[config.mk]
export PLATFORM = sky130hd
export DESIGN_NAME = kogge_stone_subtractor_pipe
export DESIGN_NICKNAME = d
export VERILOG_FILES = /design/src/rtl/kogge_stone_subtractor_pipe.sv
export SDC_FILE = /design/constraint.sdc
export NUM_CORES = 1
export LEC_CHECK = 0
export ABC_AREA = 0
export CAP_MARGIN = 20
export CORE_MARGIN = 2
export CORE_UTILIZATION = 40
export DETAILED_ROUTE_END_ITERATION = 12
export SYNTH_ARGS = -nofsm -noshare
export SYNTH_HDL_FRONTEND = slang
export SYNTH_SLANG_ARGS = --single-unit
[constraint.sdc]
create_clock -name clk -period 5.9 [get_ports clk]
set_input_delay 0.59 -clock clk [delete_from_list [all_inputs] [get_ports clk]]
set_output_delay 0.59 -clock clk [all_outputs]
set_load 0.02 [all_outputs]
[src/rtl/kogge_stone_subtractor_pipe.sv]
// kogge_stone_subtractor_pipe: registered A - B - bin on a Kogge-Stone
// borrow network, one prefix level per stage, valid/ready on both sides.
module kogge_stone_subtractor_pipe #(
    parameter int N = 8
) (
    input  logic         clk,
    input  logic         rst,
    input  logic         in_valid,
    output logic         in_ready,
    input  logic [N-1:0] a,
    input  logic [N-1:0] b,
    input  logic         bin,
    output logic         out_valid,
    input  logic         out_ready,
    output logic [N-1:0] diff,
    output logic         bout,
    output logic         ovf,
    output logic         zero
);

    localparam int LVL = $clog2(N);

    // whole pipe freezes while a result waits downstream
    logic stall;

    // stage k state: k = 0 is the operand stage, k >= 1 follows prefix level k
    logic         vld [0:LVL];
    logic [N-1:0] gg  [0:LVL];
    logic [N-1:0] pg  [0:LVL];
    logic [N-1:0] pb  [0:LVL];
    logic         ci  [0:LVL];

    // operand-stage inputs
    logic [N-1:0] g_in;
    logic [N-1:0] p_in;
    logic         cin;

    // prefix-level results before registering
    logic [N-1:0] gg_nxt [1:LVL];
    logic [N-1:0] pg_nxt [1:LVL];

    // final-stage values before registering
    logic [N:0]   c;
    logic [N-1:0] diff_nxt;
    logic         bout_nxt;
    logic         ovf_nxt;
    logic         zero_nxt;

    assign stall    = out_valid & ~out_ready;
    assign in_ready = ~stall;

    // subtraction as A + ~B + ~bin; carry-in folded into bit 0 generate
    always_comb begin
        p_in    = a ^ ~b;
        cin     = ~bin;
        g_in    = a & ~b;
        g_in[0] = g_in[0] | (p_in[0] & cin);
    end

    // operand stage: capture per-bit generate/propagate and carry-in
    always_ff @(posedge clk or posedge rst) begin
        if (rst) begin
            vld[0] <= 1'b0;
            gg[0]  <= '0;
            pg[0]  <= '0;
            pb[0]  <= '0;
            ci[0]  <= 1'b0;
        end else if (!stall) begin
            vld[0] <= in_valid;
            gg[0]  <= g_in;
            pg[0]  <= p_in;
            pb[0]  <= p_in;
            ci[0]  <= cin;
        end
    end

    // Kogge-Stone level k combines each bit with the one 2^(k-1) below
    always_comb begin
        for (int k = 1; k <= LVL; k++) begin
            gg_nxt[k] = gg[k-1];
            pg_nxt[k] = pg[k-1];
            for (int i = (1 << (k - 1)); i < N; i++) begin
                gg_nxt[k][i] = gg[k-1][i]
                             | (pg[k-1][i] & gg[k-1][i - (1 << (k - 1))]);
                pg_nxt[k][i] = pg[k-1][i]
                             & pg[k-1][i - (1 << (k - 1))];
            end
        end
    end

    // prefix stages: one level each, bit propagates and cin ride along
    always_ff @(posedge clk or posedge rst) begin
        if (rst) begin
            for (int k = 1; k <= LVL; k++) begin
                vld[k] <= 1'b0;
                gg[k]  <= '0;
                pg[k]  <= '0;
                pb[k]  <= '0;
                ci[k]  <= 1'b0;
            end
        end else if (!stall) begin
            for (int k = 1; k <= LVL; k++) begin
                vld[k] <= vld[k-1];
                gg[k]  <= gg_nxt[k];
                pg[k]  <= pg_nxt[k];
                pb[k]  <= pb[k-1];
                ci[k]  <= ci[k-1];
            end
        end
    end

    // group generates are the carries into the next bit up
    always_comb begin
        c        = {gg[LVL], ci[LVL]};
        diff_nxt = pb[LVL] ^ c[N-1:0];
        bout_nxt = ~c[N];
        ovf_nxt  = c[N] ^ c[N-1];
        zero_nxt = ~|diff_nxt;
    end

    // result stage: held stable while downstream is not ready
    always_ff @(posedge clk or posedge rst) begin
        if (rst) begin
            out_valid <= 1'b0;
            diff      <= '0;
            bout      <= 1'b0;
            ovf       <= 1'b0;
            zero      <= 1'b0;
        end else if (!stall) begin
            out_valid <= vld[LVL];
            diff      <= diff_nxt;
            bout      <= bout_nxt;
            ovf       <= ovf_nxt;
            zero      <= zero_nxt;
        end
    end

endmodule
==> out/results.txt, run 1 <==
The run finished with clean final reports. The transition time at the pin with the least slew margin is 0.956 ns, and the synthesis-to-layout area growth is 16.7%. Of all nets on the critical path, the largest fanout is 104. The netlist uses 18 different library cells.

Based on the critical path, the design can be clocked at up to 319 MHz. Entering global routing, the biggest net connects 105 pins. The logs give 942 for the total of fill cells in the finished design and 14.3% for the overall fraction of global-route tracks in use. The min-delay analysis places its worst path in the category flip-flop to flip-flop.

Once the floorplan was initialized, standard cells occupied 41.1% of the core. The detailed placer's ending HPWL was 4.14 mm. The placement-stage cell area is 4200 um2. Synthesis inferred 94 register bits. In this run, post-CTS hold repair placed 0 buffers. On the final layout, the worst clock skew is 0.00713 ns. The power per cell area was 497 nW/um2; the total iterations of the first detailed-routing run was 4. The count of buffers inserted at the top-level ports is 33.

The floorplan step defined a die boundary enclosing 10300 um2. With fillers left out, the area of the finished cells amounts to 4430 um2. In the routed design, unresolved DRC markers number 0. The initial antenna violation count came out at 0. The average instance area after synthesis was 9.20 um2; the final net count was 469. Routability-driven placement finished with a final weighted congestion of 0.726.

The total overflow left after global routing is 0. STA puts the critical path data arrival time at 2.55 ns. The category of the critical setup timing path was input port to output port. Post-CTS timing repair inserted 0 buffers for setup. For the quantity of gates resized following cts, the log shows 0. The clock period could shrink to 3.14 ns. The final number of setup-violating endpoints is 0, and the clock-pin slew of the registers on the worst-case setup and hold paths is 0.09 ns. TritonCTS built the clock tree. The worst setup path is launched from an input port. The per-cell via count in the routed design came out at 4.58. The die outline width is 101 um, and the number of warnings printed during yosys synthesis is 0. The hold violation total from the final report is 0. Setup slack closes at 2.76 ns. 34 I/O pins were placed. Cells with a size suffix above 1 make up 4.94% of the layout. Timing analysis after detailed placement gives a worst setup slack of 2.78 ns.

Row generation in the floorplan step produced 35 rows. The core region is 9240 um2. Leaving out fill and tap cells, the most frequent cell in the layout is sky130_fd_sc_hd__nand2_1. The number of max-slew violations in the final report was 0; the total number of clock tree sinks was 94. Sort of element at the end of the critical path: an output port. Clock tree synthesis inserted a total of 9 buffers.

In the final timing run, aggregate negative setup slack is 0 ns. Once detail routing completed, the nets flagged for antenna violations numbered 0. The library cell used as clock root buffer is sky130_fd_sc_hd__clkbuf_8. Across the VDD grid, the largest voltage drop is 0.000205 V. In this run the vertical extent of the chip is 101 um. The gate count after technology mapping was 413; the core utilization of the finished layout was 48.0%. In the layout the commonest cells are sky130_fd_sc_hd__nand2_1, sky130_fd_sc_hd__dfrtp_1, sky130_fd_sc_hd__clkdlybuf4s50_1, sky130_fd_sc_hd__a21oi_1, sky130_fd_sc_hd__o21ai_0. The H-tree was split into 3 levels. The number of global-route vias before repair is 2513. At the worst endpoint, the required time is 5.31 ns. The max-cap violation count was 0. The first global-routing pass estimated 11.6 mm of wire.

The number of nets in the synthesized netlist is 442. Setup repair after global routing left no endpoint under its margin. The clock reaches the later pin of the worst-skew pair after 0.35 ns. For the leakage power, the log shows 2.21 nW. In this run, the number of DRC markers left after iteration 0 of detailed routing was 147.

Measured against its own limit, the worst slew margin works out to 36.3%. After detailed routing, the average wire length per cell comes to 11.5 um. After synthesis, flip-flops and latches occupy 61.9% of the total area. Detailed routing inserted a total of 2631 vias. For the post-synth design cell area, the log shows 3800 um2. The clock passes through at most 2 buffers.

After layout, the worst path uses 53.2% of the clock period. The antenna cell count was 0; the final wirelength was 6.59 mm.
-- report_power, final --
| part | internal [mW] | switching (mW) |
|---|---|---|
| combinational | 0.264 | 0.357 |
| clock | 0.279 | 0.219 |
| sequential | 0.909 | 0.178 |
| total | 1.45 | 0.754 |
-- layout make-up --
type / count / area [um2] / share of cell area, %
clock buffers: 9 / 124 / 2.79
multi-input cells: 288 / 1290 / 29.1
clock inverters: 7 / 113 / 2.54
repair buffers: 36 / 353 / 7.96
flip-flops and latches: 94 / 2350 / 53.0
inverters: 11 / 42.5 / 0.959
well taps: 129 / 161 / 3.64
-- through the flow --
step                cells  hold WS (ns)  total power [mW]
floorplan             413         0.430              1.53
global placement      558         0.445              1.71
detailed placement    558         0.449              1.74
CTS                   574         0.471              2.24
global route          574         0.495              2.38
finish                574         0.466              2.21
-- critical path, cell delays in order --
cell	delay [ns]
sky130_fd_sc_hd__clkdlybuf4s50_1	0.44
sky130_fd_sc_hd__nor2b_4	0.11
sky130_fd_sc_hd__buf_4	0.72
sky130_fd_sc_hd__inv_2	0.06
sky130_fd_sc_hd__clkdlybuf4s50_1	0.56
-- final timing paths --
path | from | end | slack (ns) | cells past startpoint
min in group asynchronous | rst | pb[4] | 0.62 | 2
max in group asynchronous | rst | pg[14] | 4.16 | 3
setup / recovery | out_ready | in_ready | 2.76 | 5
setup reg to reg | out_valid | diff[7] | 3.71 | 6
hold / removal | vld[0] | vld[0] | 0.47 | 2
hold reg to reg | vld[0] | vld[0] | 0.47 | 2
-- state kept, by name, indices dropped and copies added, names as in the netlist --
| register | cells |
|---|---|
| pb | 30 |
| out_valid | 1 |
| c | 9 |
| vld | 4 |
| ci | 3 |
| diff | 8 |
| ovf | 1 |
| zero | 1 |
| gg | 24 |
| pg | 12 |
| bout | 1 |
-- cell usage after synthesis (all sizes together) --
| cell | count | area (um2) |
|---|---|---|
| nor2 | 10 | 37.5 |
| clkbuf | 4 | 15.0 |
| a21oi | 28 | 140 |
| nand2 | 199 | 747 |
| nor2b | 1 | 13.8 |
| buf | 16 | 104 |
| nand4 | 2 | 12.5 |
| ha | 8 | 100 |
| xnor2 | 9 | 78.8 |
| nand2b | 1 | 6.26 |
| inv | 11 | 41.3 |
| nand3 | 10 | 50.1 |
| o21ai | 19 | 95.1 |
| dfrtp | 94 | 2350 |
| o31ai | 1 | 7.51 |
-- per-layer routing --
metal / global-route usage (%) / vias up / part of all wire, %
met5: 0 / - / 0
met4: 6.55 / 0 / 2.0
met1: 19.3 / 1219 / 50
met2: 22.9 / 52 / 45
li1: - / 1348 / -
met3: 2.28 / 12 / 3.3
-- cell families after synthesis --
group	count (synthesis)	synth area share (%)
AO/OA/AOI/OAI	48	6.39
XOR/XNOR	9	2.07
adder cells (fa/ha/maj)	8	2.63
buffers and inverters	31	4.21
flip-flops	94	61.9
AND/OR/NAND/NOR	223	22.8
(Power assumes the default switching activity.)
==> inputs of run 2 (changes only) <==
==> constraint.sdc (replaced) <==
create_clock -name clk -period 3.2 [get_ports clk]
set_input_delay 0.32 -clock clk [delete_from_list [all_inputs] [get_ports clk]]
set_output_delay 0.32 -clock clk [all_outputs]
set_load 0.02 [all_outputs]
==> out/results.txt, run 2 (synthesized netlist as in run 1, its figures left out) <==
The flow ran to the end, and the final reports show no timing, DRC or antenna violations. Derived from the worst setup path, the maximum achievable clock frequency is 525 MHz. The share of power burned in registers is 50.8% (was 49.3%), and the placeable core area is 9240 um2 (unchanged). The switching component of the power is 1.39 mW (was 0.754 mW), and the minimum clock period is 1.90 ns. The detailed placer's ending HPWL is 4.22 mm (was 4.14 mm), and the worst slack at placement is 1.12 ns (was 2.78 ns). The number of flip-flops in the largest register was 30 (unchanged); the transition time at the pin with the least slew margin was 0.932 ns (was 0.956 ns). The post-detailed-route DRC marker count came out at 0 (unchanged). The total number of clock tree sinks was 94 (unchanged); the hold violation total from the final report was 0 (unchanged). The register cell area after layout was 2350 um2 (unchanged); the final wirelength was 6.71 mm (was 6.59 mm). The detailed-route wire length per cell came out at 11.7 um (was 11.5 um). The fraction of final layout cells sized beyond drive strength 1 was 4.49% (was 4.94%); the maximum number of pins on one net before global-route repair was 104 (was 105). The maximum level of the CTS H-tree was 3 (unchanged); the die outline area was 10300 um2 (unchanged). DRC violation total after the first TritonRoute iteration: 146 (was 147).

The switching part of the total is 35.1% (was 34.2%). Largest register by flop count: pb (unchanged). The tools report the count of buffers added by post-CTS timing repair for setup as 0 (unchanged). The worst path uses 59.5% of the clock period. The logs give 0.736 (was 0.726) for the weighted congestion reported at the end of routability-driven placement and 0 (unchanged) for the number of max-slew violations in the final report. Leading cell types in the layout, fill and taps excluded: sky130_fd_sc_hd__nand2_1, sky130_fd_sc_hd__dfrtp_1, sky130_fd_sc_hd__clkdlybuf4s50_1, sky130_fd_sc_hd__a21oi_1, sky130_fd_sc_hd__o21ai_0 (unchanged).

The starting density of the core is 41.1% (unchanged), and the TritonCTS buffer count is 9 (unchanged). The quantity of gates resized following cts was 0 (unchanged); the number of top-level design ports was 34 (unchanged). The total of fill cells in the finished design is 907 (was 942).

Setup repair after global routing left no endpoint under its margin. The slowest cell on the critical path is sky130_fd_sc_hd__clkdlybuf4s50_1 (was sky130_fd_sc_hd__buf_4). The category of the critical setup timing path was input port to output port (unchanged).

Clock insertion delay at the later pin of the skew report: 0.35 ns (about the same). TritonCTS built the clock tree. The die height is 101 um (unchanged), and the die outline width is 101 um (unchanged). The logs give 469 (unchanged) for the final net count and 29.0% (was 28.1%) for the share of total power in combinational logic. Kind of start point of the critical path: an input port (unchanged). The sum of buffers and inverters on the critical path works out to 3 (was 4). The synthesis-to-layout area growth was 16.1% (was 16.7%); the number of global-route vias before repair was 2577 (was 2513).

The highest net fanout along the worst path was 2 (was 104); the leakage power was 2.20 nW (was 2.21 nW). The first-pass GRT wire length is 12.0 mm (was 11.6 mm). The final instance count without filler cells was 574 (unchanged). The fraction of power consumed by the clock network was 20.1% (was 22.6%). Largest registers ranked by flip-flop count: pb: 30 flops, gg: 24 flops, pg: 12 flops (unchanged). Most common cell type on the critical path: sky130_fd_sc_hd__clkdlybuf4s50_1 (unchanged).

The critical path's largest stage delay is 0.66 ns (was 0.72 ns), and the clock-pin slew of the registers on the worst-case setup and hold paths is 0.08 ns (was 0.09 ns). Most common library cell in the layout ignoring fill and taps: sky130_fd_sc_hd__nand2_1 (unchanged). The core utilization of the finished layout was 47.7% (was 48.0%); the global route total overflow was 0 (unchanged).

The final number of setup-violating endpoints was 0 (unchanged). The tools report the sort of element at the end of the critical path as an output port (unchanged). The tools report the max-cap violation count as 0 (unchanged). The logs give 2589 (was 2631) for the number of vias after detailed routing and 14.9% (was 14.3%) for the overall fraction of global-route tracks in use.

The library cell used as clock root buffer was sky130_fd_sc_hd__clkbuf_8 (unchanged). Antenna violation net count after detailed routing: 0 (unchanged). The kind of path behind the tightest hold check is input port to asynchronous set/reset pin (was flip-flop to flip-flop). The kind of cell with the highest combined delay on the critical path was buffers and inverters (unchanged). For the worst endpoint required time, the log shows 2.88 ns (was 5.31 ns). Cells along the critical path: clkdlybuf4s50_1 -> nor2b_4 -> inv_2 -> clkdlybuf4s50_1 (was clkdlybuf4s50_1 -> nor2b_4 -> buf_4 -> inv_2 -> clkdlybuf4s50_1). The worst max-slew margin expressed relative to the limit is 37.9% (was 36.3%). For the largest clock skew in the final design, the log shows 0.0104 ns (was 0.00713 ns). The count of standard-cell rows was 35 (unchanged); the count of buffers inserted at the top-level ports was 33 (unchanged). The power per cell area was 897 nW/um2 (was 497 nW/um2). The footprint of the multi-input gates is 1290 um2 (unchanged), and the sum of negative setup slack is 0 ns (unchanged).

The tools report the overall power after layout as 3.96 mW (was 2.21 mW). For the maximum count of clock buffers along a single path, the log shows 2 (unchanged). The internal power of the cells was 2.57 mW (was 1.45 mW); the arrival time at the worst endpoint was 1.58 ns (was 2.55 ns). The logs give 4 (unchanged) for the total iterations of the first detailed-routing run and 0 (unchanged) for the initial antenna violation count. The worst supply voltage drop on vdd is 0.000267 V (was 0.000205 V), and the cell total after placement is 558 (unchanged). The per-cell via count in the routed design works out to 4.51 (was 4.58). The antenna cell count was 0 (unchanged). The cts-stage hold buffer count was 0 (unchanged). The setup slack of the critical path after layout is 1.30 ns (was 2.76 ns).
## run 2: changes by cell type in the layout (fill, tap and decap cells not counted), sizes merged
| cell | change |
|---|---|
| bufinv | -2 |
| clkbuf | +4 |
| clkinv | -2 |
## run 2: worst paths after layout
path                       startpoint        to  slack, ns  depth (start not counted)
setup / recovery            out_ready  in_ready       1.30                          4
hold / removal                    rst      c[4]       0.38                          2
setup reg to reg            out_valid    gg[21]       1.54                          3
hold reg to reg                pg[14]    pg[14]       0.47                          2
max in group asynchronous         rst    pb[26]       2.12                          3
min in group clk               pg[14]    pg[14]       0.47                          2
## run 2: final cells by class
cell class              instances  share of cell area [%]
inverters                      11                   0.964
well taps                     129                    3.66
clock buffers                  13                    3.60
repair buffers                 36                    8.28
multi-input cells             288                    29.2
clock inverters                 3                   0.964
flip-flops and latches         94                    53.3
## run 2: power by group through the flow
stage          clock, mW  combinational [mW]  sequential [mW]
3_3_place_gp           0                1.14             2.02
2_1_floorplan          0               0.791             2.04
4_1_cts            0.812                1.17             2.02
5_1_grt            0.859                1.34             2.08
3_5_place_dp           0                1.17             2.05
6_report           0.797                1.15             2.01
## run 2: per-stage QoR
stage	cell area, um2	hold WS [ns]
finish	4410	0.382
detailed placement	4210	0.455
CTS	4410	0.399
floorplan	3800	0.405
global route	4410	0.469
global placement	4210	0.444
## run 2: layer usage
metal	GRT usage [%]	vias to the layer above	part of all wire, %
met4	7.17	0	1.8
met1	19.9	1188	50
li1	-	1351	-
met2	23.6	39	45
met3	2.76	11	3.3
met5	0	-	0
## run 2: worst register-to-register path: stages (launching register included)
cell	delay, ns
sky130_fd_sc_hd__dfrtp_1	0.35
sky130_fd_sc_hd__nor2b_4	0.15
sky130_fd_sc_hd__buf_4	0.74
sky130_fd_sc_hd__o21ai_0	0.26
==> inputs of run 3 (changes only) <==
==> constraint.sdc (replaced) <==
create_clock -name clk -period 1.9 [get_ports clk]
set_input_delay 0.19 -clock clk [delete_from_list [all_inputs] [get_ports clk]]
set_output_delay 0.19 -clock clk [all_outputs]
set_load 0.02 [all_outputs]
==> out/results.txt, run 3 (synthesized netlist as in run 1, its figures left out) <==
The tools report the max-cap violation count as 0 (unchanged). For the number of top-level design ports, the log shows 34 (unchanged). Worst supply voltage drop on vdd: 0.000479 V (was 0.000267 V).

The sum of negative setup slack was 0 ns (unchanged). The category of the critical setup timing path is flip-flop to output port (was input port to output port). The largest clock skew in the final design was 0.00823 ns (was 0.0104 ns); the DRC violation total after the first TritonRoute iteration was 106 (was 146). The power per cell area is 1500 nW/um2 (was 897 nW/um2), and the global route total overflow is 0 (unchanged).

Kind of start point of the critical path: a flip-flop (was an input port). The total number of clock tree sinks was 94 (unchanged); the minimum clock period was 1.76 ns. Number of max-slew violations in the final report: 0 (unchanged). Setup repair after global routing left no endpoint under its margin.

The synthesis-to-layout area growth was 16.8% (was 16.1%). The per-cell via count in the routed design came out at 4.51 (about the same). The run gives 4 (unchanged) as the total iterations of the first detailed-routing run. The number of flip-flops in the largest register was 30 (unchanged); the register cell area after layout was 2350 um2 (unchanged).

Weighted congestion reported at the end of routability-driven placement: 0.813 (was 0.736). The maximum count of clock buffers along a single path is 2 (unchanged), and the antenna cell count is 0 (unchanged). The tools report the maximum number of pins on one net before global-route repair as 104 (unchanged). The largest register by flop count was pb (unchanged). The leakage power is 2.20 nW (about the same), and the maximum level of the CTS H-tree is 3 (unchanged). The logs give 1.57 ns (was 1.58 ns) for the arrival time at the worst endpoint and 0 (unchanged) for the count of buffers added by post-CTS timing repair for setup. The TritonCTS buffer count is 9 (unchanged). The kind of path behind the tightest hold check is input port to asynchronous set/reset pin (unchanged). The tools report the placeable core area as 9240 um2 (unchanged). For the minimum hold slack, the log shows 0.199 ns (was 0.382 ns).

The post-detailed-route DRC marker count was 0 (unchanged). The period utilization is 92.8%, and the final wirelength is 6.80 mm (was 6.71 mm). Antenna violation net count after detailed routing: 0 (unchanged). The footprint of the multi-input gates is 1290 um2 (unchanged), and the count of standard-cell rows is 35 (unchanged). The run gives 0 (unchanged) as the quantity of gates resized following cts.

The most common library cell in the layout ignoring fill and taps was sky130_fd_sc_hd__nand2_1 (unchanged). The number of global-route vias before repair was 2568 (was 2577); the transition time at the pin with the least slew margin was 0.452 ns (was 0.932 ns). Largest registers ranked by flip-flop count: pb: 30 flops, gg: 24 flops, pg: 12 flops (unchanged).

The logs give 470 (was 469) for the final net count and 567 MHz for the timing-limited maximum frequency. The fraction of final layout cells sized beyond drive strength 1 was 4.04% (was 4.49%). The detailed-route wire length per cell works out to 11.8 um (was 11.7 um). The run gives 0 (unchanged) as the initial antenna violation count.

The die outline area was 10300 um2 (unchanged); the die outline width was 101 um (unchanged). The run gives 574 (unchanged) as the final instance count without filler cells. The run finished with clean final reports.

The cell total after placement is 559 (was 558). Overall fraction of global-route tracks in use: 15.0% (was 14.9%). The count of buffers inserted at the top-level ports is 33 (unchanged). The tools report the clock insertion delay at the later pin of the skew report as 0.35 ns (about the same). The library cell used as clock root buffer is sky130_fd_sc_hd__clkbuf_8 (unchanged).

Leading cell types in the layout, fill and taps excluded: sky130_fd_sc_hd__nand2_1, sky130_fd_sc_hd__dfrtp_1, sky130_fd_sc_hd__clkdlybuf4s50_1, sky130_fd_sc_hd__a21oi_1, sky130_fd_sc_hd__o21ai_0 (unchanged). The die height was 101 um (unchanged). The clock-pin slew of the registers on the worst-case setup and hold paths is 0.08 ns (about the same), and the detailed placer's ending HPWL is 4.34 mm (was 4.22 mm).

The final number of setup-violating endpoints is 0 (unchanged). The worst endpoint required time came out at 1.71 ns (was 2.88 ns). The hold violation total from the final report was 0 (unchanged). Sort of element at the end of the critical path: an output port (unchanged). The starting density of the core is 41.1% (unchanged). The run gives 2591 (was 2589) as the number of vias after detailed routing.

The run gives 927 (was 907) as the total of fill cells in the finished design. The core utilization of the finished layout is 48.1% (was 47.7%), and the cts-stage hold buffer count is 0 (unchanged). The highest net fanout along the worst path works out to 2 (unchanged). The run gives 11.9 mm (was 12.0 mm) as the first-pass GRT wire length.

TritonCTS built the clock tree. For the worst max-slew margin expressed relative to the limit, the log shows 69.8% (was 37.9%).
## run 3: worst paths after layout
| kind | start | end | slack [ns] | cells after the start |
|---|---|---|---|---|
| min in group clk | in_valid | vld[3] | 0.37 | 3 |
| worst max-delay path | out_valid | in_ready | 0.14 | 3 |
| worst min register to register | vld[0] | out_valid | 0.46 | 1 |
| worst min-delay path | rst | pb[19] | 0.20 | 2 |
| max in group asynchronous | rst | pb[11] | 1.16 | 3 |
| worst max register to register | out_valid | gg[19] | 0.62 | 3 |
## run 3: layout make-up
class                           instances  share of cell area (%)
Clock buffer                           14                    3.44
Clock inverter                          1                   0.676
Inverter                               11                    1.01
Multi-Input combinational cell        288                    29.0
Sequential cell                        94                    53.0
Tap cell                              129                    3.63
Timing Repair Buffer                   37                    9.24
## run 3: critical path, cell delays in order (launching register included)
cell and delay, ns:
sky130_fd_sc_hd__dfrtp_1 0.39, sky130_fd_sc_hd__nor2b_4 0.14, sky130_fd_sc_hd__inv_2 0.08, sky130_fd_sc_hd__clkdlybuf4s50_1 0.60
## run 3: through the flow
| step | setup slack, ns | power, mW | cell area (um2) |
|---|---|---|---|
| floorplan | 0.604 | 4.76 | 3800 |
| global placement | 0.253 | 5.37 | 4260 |
| detailed placement | 0.243 | 5.45 | 4260 |
| CTS | 0.0963 | 6.73 | 4440 |
| global route | 0.0470 | 7.19 | 4440 |
| finish | 0.136 | 6.64 | 4440 |
## run 3: routing by layer
metal	share of wire [%]	global-route usage, %	vias up
li1	-	-	1348
met5	0	0	-
met4	1.8	7.80	0
met2	45	23.4	41
met1	50	20.0	1192
met3	2.9	2.90	10
## run 3: where the power goes
part / internal [mW] / switching (mW) / leakage, nW
logic: 0.857 / 1.13 / 0.944
clock network: 0.641 / 0.637 / 0.0908
registers: 2.82 / 0.552 / 1.17
==> RTL change 1, RTL diff (settings of run 2) <==
The parameter `N` goes from 8 to 4.
--- a/src/rtl/kogge_stone_subtractor_pipe.sv
+++ b/src/rtl/kogge_stone_subtractor_pipe.sv
@@ -1,7 +1,7 @@
 // kogge_stone_subtractor_pipe: registered A - B - bin on a Kogge-Stone
 // borrow network, one prefix level per stage, valid/ready on both sides.
 module kogge_stone_subtractor_pipe #(
-    parameter int N = 8
+    parameter int N = 4
 ) (
     input  logic         clk,
     input  logic         rst,
Ports: changed (resized a, b and diff); port bits go from 34 to 22. The function was not compared with the original's and may differ.
==> RTL change 1 against run 2 <==
Power shrank 56%; fmax up 3.3%; area after synthesis down 57%; setup slack improved by 61 ps; routed wire length down 61%; hold slack improved by 70 ps; via count shrank 55%; cell area shrank 55%; synthesized cell count fell by 57%; sequential cell count fell by 54; critical path type unchanged; largest power group unchanged.
==> RTL change 1: results (changes against run 2) <==
| Metric | Value |
|---|---|
| Total wire length | 2610 um (-61%) |
| Number of global-route vias before repair | 1111 (-57%) |
| WP data arrival | 1520 ps (-60 ps) |
| Reg2Reg Setup Slack | 2030 ps (+490 ps) |
| Outcome | finished, final reports clean |
| Worst setup endpoint | in_ready |
| Fin Clk Skew | 5.21 ps (-5.23 ps) |
| Mapped Nets | 194 (-56%) |
| Register area share after synthesis | 60.7% (-1.1 points) |
| Largest stage delay, worst path | 590 ps (-70 ps) |
| Placed Area | 1880 sq um (-55%) |
| Post-synthesis adder-cell area fraction | 3.04% (+0.40 points) |
| Max FFs per register | 11 (-63%) |
| Inverter count | 7 (-4) |
| Worst R2R Path Depth | 5 (+2) |
| Library cells used by synthesis | 15 (-3) |
| Setup slack at placement | 1340 ps (+223 ps) |
| # port buffers | 21 (-36%) |
| Layout Area Growth over Synthesis | 19.5% |
| Compound-cell area share of the yosys netlist | 6.07% (-0.31 points) |
| VDD IR max | 293 uV (+9.9%) |
| Fillers | 395 (-56%) |
| Non-Clock Buffer Area Fraction | 11.8% (+3.5 points) |
| 1st-iter DRT viols | 87 (-40%) |
| Comb_multi_in | 121 (-58%) |
| CTS H-tree depth | 2 (-1) |
| Placed Cells | 242 (-57%) |
| Number of CTS-inserted buffers | 5 (-4) |
| Max Freq | 543 MHz (+3.3%) |
| Tot GR Track Use | 13.8% (-1.1 points) |
| Bufs w/o clock | 24 (-33%) |
| First-pass DRT Iterations | 4 (unchanged) |
| TritonCTS sink count | 40 (-57%) |
| Diode count | 0 (unchanged) |
| XOR/XNOR share of the synthesized area | 2.66% (+0.58 points) |
| Vias post-DR | 1168 (-55%) |
| Clkbuf count | 8 (-5) |
| Worst Max-Slew Pin Slew | 482 ps (-449 ps) |
| Largest net degree at the start of global routing | 42 (-60%) |
| Routability cong. | 0.721 (-1.9%) |
| ClkCell Share | 4.57% (+0.0083 points) |
| Largest cells by area after synthesis | dfrtp_1, nand2_1, a21oi_1 |
| Reg2reg end | diff[3]$_DFFE_PP0N_ |
| Leak pwr | 0.978 nW (-56%) |
| HPWL after DPL | 1770 um (-58%) |
| Syn Inst Count | 177 (-57%) |
| Clock Latency Late Sink | 280 ps (-70 ps) |
| Via density | 4.67 (+3.6%) |
| Layout Nets | 216 (-54%) |
| Syn avg cell area | 9.31 sq um (+1.2%) |
| Share of cells above drive strength 1 | 5.50% (+1.0 points) |
| Fraction of area in multi-input gates | 28.3% (-0.94 points) |
## RTL change 1: where the power goes
part           leakage [nW]  internal, mW  switching, mW
Sequential            0.490         0.717          0.130
Combinational         0.442         0.258          0.310
Clock                0.0455         0.176          0.158
Total                 0.978          1.15          0.597
## RTL change 1: how the worst min path moves through the flow
stage,from,to,slack [ps],cells past startpoint
after floorplan,bin,ci[2]$_DFFE_PP0N_,400,1
after global placement,vld[0]$_DFFE_PP0N_,vld[0]$_DFFE_PP0N_,440,2
after detailed placement,vld[0]$_DFFE_PP0N_,vld[0]$_DFFE_PP0N_,450,2
after CTS,vld[0]$_DFFE_PP0N_,vld[0]$_DFFE_PP0N_,470,2
after global routing,pb[7]$_DFFE_PP0N_,pb[7]$_DFFE_PP0N_,500,2
final,rst,pb[1]$_DFFE_PP0N_,450,3
## RTL change 1: layer usage
layer | routed length (um) | track usage [%]
met1 | 1180 | 16.1
met2 | 1260 | 22.8
met3 | 104 | 3.45
met4 | 65 | 8.25
met5 | 0 | 0
==> RTL change 2, RTL diff (settings of run 2) <==
Without the edit above. Reset style: synchronous (`rst`), changed in 3 clocked blocks.
--- a/src/rtl/kogge_stone_subtractor_pipe.sv
+++ b/src/rtl/kogge_stone_subtractor_pipe.sv
@@ -58,7 +58,7 @@
     end
 
     // operand stage: capture per-bit generate/propagate and carry-in
-    always_ff @(posedge clk or posedge rst) begin
+    always_ff @(posedge clk) begin
         if (rst) begin
             vld[0] <= 1'b0;
             gg[0]  <= '0;
@@ -89,7 +89,7 @@
     end
 
     // prefix stages: one level each, bit propagates and cin ride along
-    always_ff @(posedge clk or posedge rst) begin
+    always_ff @(posedge clk) begin
         if (rst) begin
             for (int k = 1; k <= LVL; k++) begin
                 vld[k] <= 1'b0;
@@ -119,7 +119,7 @@
     end
 
     // result stage: held stable while downstream is not ready
-    always_ff @(posedge clk or posedge rst) begin
+    always_ff @(posedge clk) begin
         if (rst) begin
             out_valid <= 1'b0;
             diff      <= '0;
Check against the original RTL: differs if rst is asserted again (counterexample within 4 cycles, from zero or initial values and one cycle with rst high); with rst held inactive, the same outputs for 10 cycles.
==> RTL change 2 against run 2 <==
Clock skew shrank 1.1 ps; sequential share of layout area grew 6.8 points; setup slack gained 11 ps; sequential cell count is the same; routed wire length shrank 15%; core utilization grew 0.89 points; area after synthesis grew 0.23%; fmax grew 0.60%; cell area grew 1.9%.
Power is not compared: it rests on default switching activity, and its combinational part moved more than twofold at a synthesized area within 25%.
==> RTL change 2: results (changes against run 2) <==
| Metric | Value |
|---|---|
| Outcome | finished, final reports clean |
| Number of CTS-inserted buffers | 9 (unchanged) |
| Placed Cells | 423 (-24%) |
| Synth Warn # | 0 (unchanged) |
| Largest cells by area after synthesis | edfxtp_1, and3_1, dfxtp_1 |
| First-pass DRT Iterations | 4 (unchanged) |
| Post-synth EDFFs | 82 (+82) |
| Share of cells above drive strength 1 | 12.6% (+8.1 points) |
| Headroom to the max-slew limit | 66.0% (+28 points) |
| Fillers | 808 (-11%) |
| Tot GR Track Use | 12.3% (-2.6 points) |
| 1st-iter DRT viols | 92 (-37%) |
| Largest net degree at the start of global routing | 58 (-44%) |
| CTS H-tree depth | 3 (unchanged) |
| FFs w/ async S/R, synth | 0% (-100 points) |
| Register area share after synthesis | 70.9% (+9.1 points) |
| Clock Power | between 0.8 and 0.9 mW |
| Biggest regs | gg: 32 flops, pb: 31 flops, pg: 11 flops |
| CTS clk-pin slew, worst paths | ~90 ps |
| HPWL after DPL | 3540 um (-16%) |
| PostCTS Resize Cnt | 0 (unchanged) |
| Mapped Nets | 298 (-33%) |
| Most frequent cells after synthesis | edfxtp_1, and3_1, nor2_1, a21oi_1, dfxtp_1 |
| Placed Area | 4270 sq um (+1.4%) |
| Library cells used by synthesis | 21 (+3) |
| Diode count | 0 (unchanged) |
| Routability cong. | 0.745 (+1.3%) |
| Final Total Pwr | ~2.4 mW |
| Via density | 4.67 (+3.4%) |
| Vias post-DR | 2048 (-21%) |
| Leak pwr | between 1.5 and 2 nW |
| Clock Latency Late Sink | 350 ps (about the same) |
| Switch share | 21.2% |
| WP data arrival | between 1500 and 2000 ps |
| Comb pwr | 0.138 mW |
| Fin Clk Skew | 9.32 ps (-1.12 ps) |
| Layout Nets | 334 (-29%) |
| VDD IR max | roughly 180 uV |
| Worst Hold Class | flop to flop |
| Syn avg cell area | 14.2 sq um (+54%) |
| # port buffers | 33 (unchanged) |
| Setup slack at placement | 1040 ps (-81.7 ps) |
| First-pass GRT wire length | 9560 um (-20%) |
| Total wire length | 5680 um (-15%) |
| Crit Path Max Fanout | 5 (+3) |
| # Post-CTS Setup Buffers | 0 (unchanged) |
| Count leader, synth | edfxtp_1 |
| Worst R2R Path Depth | 6 (+3) |
==> RTL change 2: changes by cell type in the layout (fill, tap and decap cells not counted), sizes merged, moves of 6 or more <==
| cell | delta |
|---|---|
| nor2 | +22 |
| a21oi | -10 |
| o21ai | -19 |
| edfxtp | +82 |
| dfxtp | +12 |
| and2 | +6 |
| and3 | +57 |
| nand2 | -196 |
| nand3 | -9 |
| dfrtp | -94 |
| a211oi | +10 |
==> RTL change 2: cell families after synthesis <==
family,count (synthesis),share of synthesized area (%)
AND/OR/NAND/NOR,102,14.8
flip-flops,94,70.9
AO/OA/AOI/OAI,29,5.85
buffers and inverters,27,3.71
XOR/XNOR,9,2.07
adder cells (fa/ha/maj),8,2.63
==> RTL change 2: worst paths after layout <==
path	from	endpoint	slack, ps
max reg2reg	out_valid$_SDFFE_PP0N_	zero$_SDFFE_PP0N_	1510
min	vld[3]$_DFFE_PP_	out_valid$_SDFFE_PP0N_	480
max	out_ready	in_ready	1310
min reg2reg	vld[3]$_DFFE_PP_	out_valid$_SDFFE_PP0N_	480
==> RTL change 2: cell type report <==
cell class / count / area (sq um) / area share, %
Inverter: 11 / 41.3 / 0.919
Clock buffer: 9 / 124 / 2.76
Timing Repair Buffer: 41 / 390 / 8.69
Tap cell: 129 / 161 / 3.59
Sequential cell: 94 / 2700 / 60.1
Multi-Input combinational cell: 148 / 973 / 21.7
Clock inverter: 7 / 101 / 2.26
==> RTL change 2: layer usage <==
layer,vias to the layer above,wire (um),global-route usage [%]
met2,41,2770,20.4
met3,11,227,3.04
li1,1054,-,-
met4,0,119,6.55
met1,942,2560,14.7
met5,-,0,0
==> RTL change 2: critical path: stages <==
cell and delay [ps]:
clkdlybuf4s50_1 440, nor2b_4 210, inv_2 50, clkdlybuf4s50_1 550
